`src/rtl/uart_pkg.sv`:
```
// Shared UART arbitration types, default word width and the rotating-priority pick.
package uart_pkg;

  typedef enum logic [1:0] {
    IDLE = 2'd0,
    HDR  = 2'd1,
    DATA = 2'd2
  } arb_state_t;

  localparam int BITS_PER_WORD_DEF = 8;
  localparam int MAX_REQ           = 16;
  localparam int IDX_MAX_W         = 4;

  // First requesting index after `last`, wrapping modulo n (n <= MAX_REQ).
  function automatic logic [IDX_MAX_W-1:0] rr_pick(input logic [MAX_REQ-1:0]   req,
                                                   input logic [IDX_MAX_W-1:0] last,
                                                   input int                   n);
    logic [IDX_MAX_W-1:0] pick;
    logic                 found;
    int                   idx;
    pick  = '0;
    found = 1'b0;
    for (int k = 1; k <= MAX_REQ; k++) begin
      idx = (int'(last) + k) % n;
      if (k <= n && !found && req[idx[IDX_MAX_W-1:0]]) begin
        pick  = idx[IDX_MAX_W-1:0];
        found = 1'b1;
      end
    end
    return pick;
  endfunction

endpackage

```
`src/rtl/rr_priority_sel.sv`:
```
// Combinational rotating-priority encoder: lowest requester index at or after last+1, with wrap.
module rr_priority_sel
  import uart_pkg::*;
#(
  parameter  int N_REQ = 4,
  localparam int IDX_W = $clog2(N_REQ)
) (
  input  logic [N_REQ-1:0] req,
  input  logic [IDX_W-1:0] last,
  output logic [IDX_W-1:0] gnt_idx,
  output logic             any
);

  logic [MAX_REQ-1:0]   req_pad;
  logic [IDX_MAX_W-1:0] last_pad;

  always_comb begin
    req_pad                 = '0;
    req_pad[N_REQ-1:0]      = req;
    last_pad                = '0;
    last_pad[IDX_W-1:0]     = last;
    gnt_idx                 = IDX_W'(rr_pick(req_pad, last_pad, N_REQ));
    any                     = |req;
  end

endmodule

```
`src/rtl/uart_tx_arbiter.sv`:
```
// Round-robin, packet-atomic sharing of one UART TX serializer among N_REQ byte streams.
// Define UART_ARB_ID_HDR_EN to prefix every packet with a requester-index header byte.
module uart_tx_arbiter
  import uart_pkg::*;
#(
  parameter  int N_REQ         = 4,
  parameter  int BITS_PER_WORD = BITS_PER_WORD_DEF,
  localparam int IDX_W         = $clog2(N_REQ)
) (
  input  logic                           clk,
  input  logic                           rst,
  input  logic [N_REQ-1:0]               s_valid,
  input  logic [N_REQ*BITS_PER_WORD-1:0] s_data,
  input  logic [N_REQ-1:0]               s_last,
  output logic [N_REQ-1:0]               s_ready,
  output logic                           m_valid,
  output logic [BITS_PER_WORD-1:0]       m_data,
  input  logic                           m_ready,
  output logic                           busy,
  output logic [IDX_W-1:0]               grant_id
);

  arb_state_t               state, state_nxt;
  logic [IDX_W-1:0]         last_grant;
  logic [IDX_W-1:0]         pick_idx;
  logic                     pick_any;
  logic                     sel_valid;
  logic                     sel_last;
  logic [BITS_PER_WORD-1:0] sel_data;

  rr_priority_sel #(.N_REQ(N_REQ)) u_sel (
    .req     (s_valid),
    .last    (last_grant),
    .gnt_idx (pick_idx),
    .any     (pick_any)
  );

  // last_grant resets to N_REQ-1 so requester 0 holds top priority first.
  always_ff @(posedge clk) begin
    if (rst) begin
      state      <= IDLE;
      last_grant <= IDX_W'(N_REQ - 1);
      grant_id   <= '0;
    end else begin
      state <= state_nxt;
      if (state == IDLE && pick_any) begin
        grant_id   <= pick_idx;
        last_grant <= pick_idx;
      end
    end
  end

  always_comb begin
    sel_valid = 1'b0;
    sel_last  = 1'b0;
    sel_data  = '0;
    for (int i = 0; i < N_REQ; i++) begin
      if (grant_id == IDX_W'(i)) begin
        sel_valid = s_valid[i];
        sel_last  = s_last[i];
        sel_data  = s_data[i*BITS_PER_WORD +: BITS_PER_WORD];
      end
    end
  end

  always_comb begin
    state_nxt = state;
    case (state)
      IDLE: begin
        if (pick_any) begin
`ifdef UART_ARB_ID_HDR_EN
          state_nxt = HDR;
`else
          state_nxt = DATA;
`endif
        end
      end
`ifdef UART_ARB_ID_HDR_EN
      HDR: begin
        if (m_ready) state_nxt = DATA;
      end
`endif
      DATA: begin
        if (sel_valid && m_ready && sel_last) state_nxt = IDLE;
      end
      default: state_nxt = IDLE;
    endcase
  end

  // Data path is a pure pass-through of the owner; m_valid never looks at m_ready.
  always_comb begin
    m_valid = 1'b0;
    m_data  = '0;
    s_ready = '0;
    busy    = (state != IDLE);
    case (state)
`ifdef UART_ARB_ID_HDR_EN
      HDR: begin
        m_valid = 1'b1;
        m_data  = BITS_PER_WORD'(grant_id);
      end
`endif
      DATA: begin
        m_valid = sel_valid;
        m_data  = sel_data;
        for (int i = 0; i < N_REQ; i++) begin
          s_ready[i] = (grant_id == IDX_W'(i)) && m_ready;
        end
      end
      default: ;
    endcase
  end

endmodule

```
`config.mk`:
```
export PLATFORM = sky130hd
export DESIGN_NAME = uart_tx_arbiter
export DESIGN_NICKNAME = d
export VERILOG_FILES = /design/src/rtl/uart_pkg.sv /design/src/rtl/rr_priority_sel.sv /design/src/rtl/uart_tx_arbiter.sv
export SDC_FILE = /design/constraint.sdc
export NUM_CORES = 1
export LEC_CHECK = 0
export CORE_AREA = 10 10 56 58
export DETAILED_ROUTE_END_ITERATION = 10
export DIE_AREA = 0 0 66 68
export GPL_ROUTABILITY_DRIVEN = 0
export PLACE_DENSITY = 0.92
export SYNTH_ARGS = -nofsm -noshare
export SYNTH_HDL_FRONTEND = slang
export SYNTH_SLANG_ARGS = --single-unit
```
`constraint.sdc`:
```
create_clock -name clk -period 2.5 [get_ports clk]
set_input_delay 0.25 -clock clk [delete_from_list [all_inputs] [get_ports clk]]
set_output_delay 0.25 -clock clk [all_outputs]
set_load 0.02 [all_outputs]
```
Word-level counts from Yosys, hierarchy flattened
Index checks and enable logic that the tools add are counted.
{ "classes": {"addsub": 4, "n_mul": 0, "n_div": 0, "order_cmp": 4, "n_eq_ne": 6, "shifts": 0, "mux": 33, "n_bitwise": 4, "reduce_logical": 22} }
{ "ops": {"columns": ["op", "n"], "rows": [
  ["8-bit two-way mux", 5],
  ["4-bit by 5-bit < comparator with 1-bit output (second input constant)", 4],
  ["1-bit two-way mux", 16],
  ["1-bit binary-select mux with 3-bit select", 4],
  ["2-bit two-way mux", 6],
  ["1-bit logical AND", 10],
  ["2-bit OR reduction", 4],
  ["2-bit equality test (second input constant)", 3],
  ["2-bit by 1-bit adder with 2-bit output (second input constant)", 2],
  ["2-bit adder (second input constant)", 2],
  ["1-bit bitwise AND (first input constant)", 4],
  ["2-bit logical NOT", 2],
  ["4-bit two-way mux", 1],
  ["2-bit inequality test (second input constant)", 2],
  ["2-bit case mux with 2 select lines", 1],
  ["4-bit OR reduction", 1],
  ["1-bit logical NOT", 3],
  ["2-bit by 1-bit equality test with 1-bit output (second input constant)", 1],
  ["2-bit AND reduction", 1],
  ["2-bit nonzero test", 1]
]} }
{ "word_totals": {"ff_bits": 6, "latch_bits": 0, "ram_bits": 0, "romBits": 0, "input_bits": 43, "output_inout_bits": 16, "word_cells": 76, "mem_count": 0} }

Logic depth before layout (Yosys ltp)
Gate-level depths: netlist of the first run.
{ "logic_depth": {"word_depth": 15, "mapped_depth": 6, "mapped_depth_nobuf": 4} }

By module
A second synthesis of the first run with hierarchy kept.
{ "hier_totals": {"cells_unflattened": 71, "area_unflattened_um2": 646.9} }
{ "by_module_without_submodules": {"columns": ["mod", "instances", "cells_each", "area_each_um2", "seq_area_each_um2"], "rows": [
  ["uart_tx_arbiter", 1, 57, 565.5, 100.1],
  ["rr_priority_sel", 1, 14, 81.3, 0.0]
]} }

Worst setup path before layout of the first run
Ideal clock, no wire load.
{ "synth_timing": {"kind": "register -> output", "start": "register grant_id[0]", "end": "output m_data[2]", "arrival_ns": 1.517, "required_time_ns": 2.250, "path_slack_ns": 0.733, "path_stages_with_launch": 5, "n_path_buf": 2, "path_cell_list": "dfxtp_1 > buf_2 > buf_6 > mux4_2 > and2_1"} }
{ "synth_via": {"elab_chain_cells": 6, "word_cells_on_any_way": 9, "cone_classes": "eq/ne (3); mux (5); reduce/logical (1)"} }
{ "synth_lines": {"columns": ["element", "line", "source"], "rows": [
  ["from (decl)", "uart_tx_arbiter.sv:20", "output logic [IDX_W-1:0] grant_id"],
  ["from (signal assigned)", "uart_tx_arbiter.sv:47", "grant_id <= pick_idx;"],
  ["2-bit logical NOT", "uart_tx_arbiter.sv:58", "if (grant_id == IDX_W'(i)) begin"],
  ["8-bit two-way mux (3 in a row)", "uart_tx_arbiter.sv:58", null],
  ["8-bit two-way mux *", "uart_tx_arbiter.sv:58", null],
  ["8-bit two-way mux *", "uart_tx_arbiter.sv:96", "case (state)"],
  ["to (decl)", "uart_tx_arbiter.sv:17", "output logic [BITS_PER_WORD-1:0] m_data,"]
]} }
Mark *: on every way between the ends. The rest lies on a longest branch, timed or not.

Worst setup path in the final report of the first run
{ "layout_timing": {"start": "register grant_id[0]", "end": "output m_data[5]"} }
Same word-level chain as after synthesis.

==> results.json, run 1 <==
{
  "slew_headroom": 0.646,
  "htreeDepth": 1,
  "fin_hold_ws_ns": 0.617,
  "initial_core_util": 0.324,
  "gr-total-overflow": 0,
  "drive_gt1_frac": 0.145,
  "drt_iter0_drc": 53,
  "syn_nets": 114,
  "p_sw_uw": 147,
  "numCtsBuffers": 3,
  "cts_resized": 0,
  "synthArstFlopShare": 0,
  "fmax_mhz": 424,
  "wl_met2_um": 1280,
  "ant_nets": 0,
  "cts.sinks": 5,
  "clock_skew_ns": 0.00245,
  "p_total_uw": 461,
  "ys_seq_area_frac": 0.147,
  "synth_area_leaders": "mux4_2 30%, dfxtp_1 15%, and2_1 8.3%",
  "drc_errors": 0,
  "synthesis.area_um2": 682,
  "seqPwrFrac": 0.230,
  "io_buffers": 58,
  "num_rows": 17,
  "switching_share": 0.319,
  "final.setup.tns_ns": 0,
  "synth_fa_ha_area_frac": 0,
  "vias": 841,
  "worstPathArrival_ns": 2.11,
  "core_mm2": 0.00211,
  "timing_worst_setup_path_type": "reg2out",
  "finalCriticalPeriod_ns": 2.36,
  "startpoint_type": "flip-flop",
  "crit_path_max_fanout": 10,
  "n_fill_cell": 176,
  "synth_top_area_share": 0.297,
  "synth_top_cell_by_area": "mux4_2",
  "yosys_warnings": 0,
  "tightest_slew_ns": 0.531,
  "routed_via_density": 5.29,
  "root_buffer": "clkbuf_4",
  "finalNetCount": 175,
  "clk_path_buf_depth": 2,
  "wl_per_cell_um": 18.7,
  "clk_latency_ns": 0.24,
  "cts_tree": "done",
  "cts_hold_buffers": 0,
  "die_w_um": 66,
  "antenna_cells": 0,
  "synthXorXnorAreaFrac": 0,
  "required_ns": 2.25,
  "die_y_um": 68,
  "yosys-top-cells-count": "9 x and2_1, 9 x mux4_2, 8 x nor2_1",
  "setup-violations-final": 0,
  "finalNonFillerCells": 159,
  "dp.cells": 155,
  "synth_cell_types": 28,
  "grt_max_degree": 18,
  "dp_slack_ns": 0.226,
  "clkPwrFrac": 0.198,
  "synth-edff-count": 0,
  "drv_cap": 0,
  "met3_length_um": 373,
  "synth-simple-area-share": 0.209,
  "groute.usage.overall": 0.125,
  "end_kind": "primary output",
  "avgSynthCellArea_um2": 9.60,
  "die_area_mm2": 0.00449,
  "hold_viol_final": 0,
  "finalCritPeriodShare": 0.943,
  "internal_power_uw": 314,
  "yosys_register_bits": 5,
  "synth.mux.area_fraction": 0.350,
  "wl_met1_um": 1320,
  "dpl.hpwl_um": 2540,
  "synthFlopType": "dfxtp_1",
  "power_density_mw_per_mm2": 348,
  "drv_slew": 0,
  "grt_pass1_vias": 824,
  "wirelength_um": 2970,
  "antenna_found_initial": 0,
  "cts_setup_buffers": 0,
  "hp-class": "reg2reg",
  "synth_compound_area_frac": 0.218,
  "grt_pass1_wl_um": 4350,
  "status": "complete, no violations",
  "synth_top_family_by_area": "multiplexers",
  "synth_cells": 71,
  "clk_pin_slew_ns": 0.04,
  "top_layer": "met3",
  "area_growth_pct": 93.9,
  "p_leak_nw": 0.490,
  "layout_setup_ws_ns": 0.144,
  "vdd_ir_drop_max_mv": 0.287,
  "pwr-share-comb": 0.572,
  "drt_first_pass_iters": 4,
  "io_pins": 59,
  "rsz0062_at_grt": "no"
}
==> power by group through the flow <==
stage | Combinational (mW) | Clock (mW) | Sequential (mW)
after floorplan | 0.136 | 0 | 0.103
final | 0.263 | 0.0914 | 0.106
after global routing | 0.281 | 0.104 | 0.108
after global placement | 0.260 | 0 | 0.106
after detailed placement | 0.265 | 0 | 0.107
after CTS | 0.266 | 0.0956 | 0.106
==> layout by cell type (no fill, tap or decap), drive strengths merged <==
cell type      synthesis  routed
a2111oi                1       1
a211o                  2       2
a21o                   2       2
a21oi                  4       4
a221o                  1       1
a22o                   1       1
a311o                  1       1
a311oi                 2       2
a31oi                  1       1
and2                   9       9
buf                    4       3
clkbuf                 1       4
clkdlybuf4s50          0      58
dfxtp                  5       5
inv                    4       4
mux2i                  1       1
mux4                  10      10
nand2                  4       4
nand2b                 2       2
nand3                  2       2
nor2                   8       8
nor2b                  1       1
nor3                   2       2
o21bai                 1       1
o22ai                  1       1
o311a                  1       1
==> layout make-up <==
type                       count  area (um2)  area share
tap                           28        35.0      0.0265
sequential                     5         100      0.0757
clock buffer                   4        26.3      0.0199
multi-input combinational     57         531       0.401
timing repair buffer          61         616       0.465
inverter                       4        15.0      0.0114
==> logic make-up after synthesis <==
logic type / after synthesis
AOI/OAI and AO/OA: 18
DFF: 5
buffers and inverters: 9
muxes: 11
and+or+nand+nor: 28
==> worst paths after layout <==
check / from / endpoint / slack (ns) / depth (start not counted)
max: grant_id[0] / m_data[5] / 0.14 / 4
min: grant_id[0] / grant_id[0] / 0.62 / 2
max reg2reg: grant_id[0] / state[1] / 1.02 / 5
min reg2reg: grant_id[0] / grant_id[0] / 0.62 / 2
==> routing by layer <==
metal,vias up,global-route usage
met5,-,0
met4,0,0.0157
met3,0,0.0392
met2,65,0.211
met1,378,0.156
li1,398,-
==> sequential cells by signal, indices dropped and copies added, names as in the netlist <==
name        cells
grant_id        2
state           1
last_grant      2
==> metrics by stage <==
| stage | instance area, um2 | util |
|---|---|---|
| after floorplan | 682 | - |
| after global placement | 1300 | 0.616 |
| after detailed placement | 1300 | 0.616 |
| after CTS | 1320 | 0.628 |
| after global routing | 1320 | 0.628 |
| final | 1320 | 0.628 |
==> worst max-delay path, cell delays in order, from the launching register on <==
cell and delay [ns]:
dfxtp_1 0.46, buf_12 0.19, mux4_2 0.51, and2_1 0.18, clkdlybuf4s50_1 0.54
Note: power is estimated with default switching activity, not from simulation.
==> inputs of run 2 (changes only) <==
--- a/config.mk
+++ b/config.mk
@@ -9,6 +9,7 @@
 export DETAILED_ROUTE_END_ITERATION = 10
 export DIE_AREA = 0 0 66 68
 export GPL_ROUTABILITY_DRIVEN = 0
+export GPL_TIMING_DRIVEN = 0
 export PLACE_DENSITY = 0.92
 export SYNTH_ARGS = -nofsm -noshare
 export SYNTH_HDL_FRONTEND = slang
==> results.json, run 2 (synthesized netlist as in run 1, its figures left out) <==
{
  "status": "complete, no violations",
  "cts.sinks": 5,
  "cts_setup_buffers": 0,
  "cts_tree": "done",
  "drt_iter0_drc": 38,
  "initial_core_util": 0.324,
  "rsz0062_at_grt": "no",
  "clk_pin_slew_ns": 0.04,
  "clock_skew_ns": 0.00363,
  "die_y_um": 68,
  "reg_top3": "grant_id (2), last_grant (2), state (1)",
  "layout_common_cells": "56 x clkdlybuf4s50_1, 9 x mux4_2, 9 x and2_1",
  "die_area_mm2": 0.00449,
  "wl_per_cell_um": 19.5,
  "grt_pass1_vias": 896,
  "fmax_mhz": 419,
  "drv_slew": 0,
  "clk_latency_ns": 0.24,
  "numCtsBuffers": 3,
  "drive_gt1_frac": 0.150,
  "routed_via_density": 5.42,
  "htreeDepth": 1,
  "num_rows": 17,
  "finalNetCount": 177,
  "finalCritPeriodShare": 0.955,
  "area_growth_pct": 94.9,
  "clk_path_buf_depth": 2,
  "gr-total-overflow": 0,
  "root_buffer": "clkbuf_4",
  "dp_slack_ns": 0.178,
  "p_total_uw": 464,
  "placed_area_mm2": 0.00130,
  "worstPathArrival_ns": 2.14,
  "drc_errors": 0,
  "final_util": 0.631,
  "grt_max_degree": 11,
  "vias": 872,
  "power_density_mw_per_mm2": 349,
  "final.setup.tns_ns": 0,
  "vdd_ir_drop_max_mv": 0.274,
  "final_cell_area_mm2": 0.00133,
  "worstPathCellList": "buf_2 -> buf_6 -> mux4_2 -> and2_1 -> clkdlybuf4s50_1",
  "antenna_cells": 0,
  "hold_viol_final": 0,
  "io_pins": 59,
  "drv_cap": 0,
  "tightest_slew_ns": 0.348,
  "n_fill_cell": 156,
  "slew_headroom": 0.767,
  "core_mm2": 0.00211,
  "hp-class": "reg2reg",
  "crit_path_max_fanout": 10,
  "layout_setup_ws_ns": 0.112,
  "wirelength_um": 3140,
  "die_w_um": 66,
  "grt_pass1_wl_um": 4740,
  "end_kind": "primary output",
  "startpoint_type": "flip-flop",
  "final_common_cell": "clkdlybuf4s50_1",
  "slowest_delay_ns": 0.53,
  "setup-violations-final": 0,
  "required_ns": 2.25,
  "crit_slowest_cell": "clkdlybuf4s50_1",
  "finalCriticalPeriod_ns": 2.39,
  "ant_nets": 0,
  "io_buffers": 58,
  "dp.cells": 157,
  "groute.usage.overall": 0.139,
  "finalNonFillerCells": 161,
  "fin_hold_ws_ns": 0.651,
  "drt_first_pass_iters": 4,
  "p_leak_nw": 0.524,
  "antenna_found_initial": 0,
  "timing_worst_setup_path_type": "reg2out",
  "dpl.hpwl_um": 2720
}
## run 2: changes by cell type in the layout (fill, tap and decap cells not counted), sizes merged
cell	previous run	this run
clkdlybuf4s50	58	56
clkbuf	4	5
dlymetal6s2s	0	2
buf	3	4
## run 2: worst max-delay path, delay by kind of cell, from the launching register on
family                 cells  cell delay, ns
buffers and inverters      3            0.90
muxes                      1            0.51
DFF                        1            0.31
and+or+nand+nor            1            0.18
## run 2: final cells by class
class	instances	area, um2	area share
plain buffers	5	36.3	0.0273
clock buffers	4	26.3	0.0198
inverters	4	15.0	0.0113
multi-input cells	57	531	0.399
flip-flops and latches	5	100	0.0753
well taps	28	35.0	0.0264
repair buffers	58	586	0.441
## run 2: routing by layer
layer,vias up,share of wire,global-route usage,routed length (um)
li1,405,-,-,-
met1,406,0.40,0.150,1240
met2,61,0.45,0.244,1420
met3,0,0.15,0.0636,478
met4,0,0,0.0314,0
met5,-,0,0,0
## run 2: power breakdown
part / internal [mW] / leakage, nW / switching, mW
registers: 0.0879 / 0.0416 / 0.0105
logic: 0.165 / 0.467 / 0.108
clock network: 0.0603 / 0.0150 / 0.0323
total: 0.313 / 0.524 / 0.151
## run 2: timing repair
item,in CTS,in global routing
hold buffers,0,0
gates resized for setup,0,2
endpoints found under the setup margin,0,2
## run 2: worst paths after layout
path | slack [ns] | start | cells past startpoint | to
worst max-delay path | 0.11 | grant_id[0] | 5 | m_data[5]
worst min-delay path | 0.65 | last_grant[0] | 1 | last_grant[0]
worst max register to register | 1.12 | last_grant[1] | 5 | last_grant[0]
worst min register to register | 0.65 | last_grant[0] | 1 | last_grant[0]
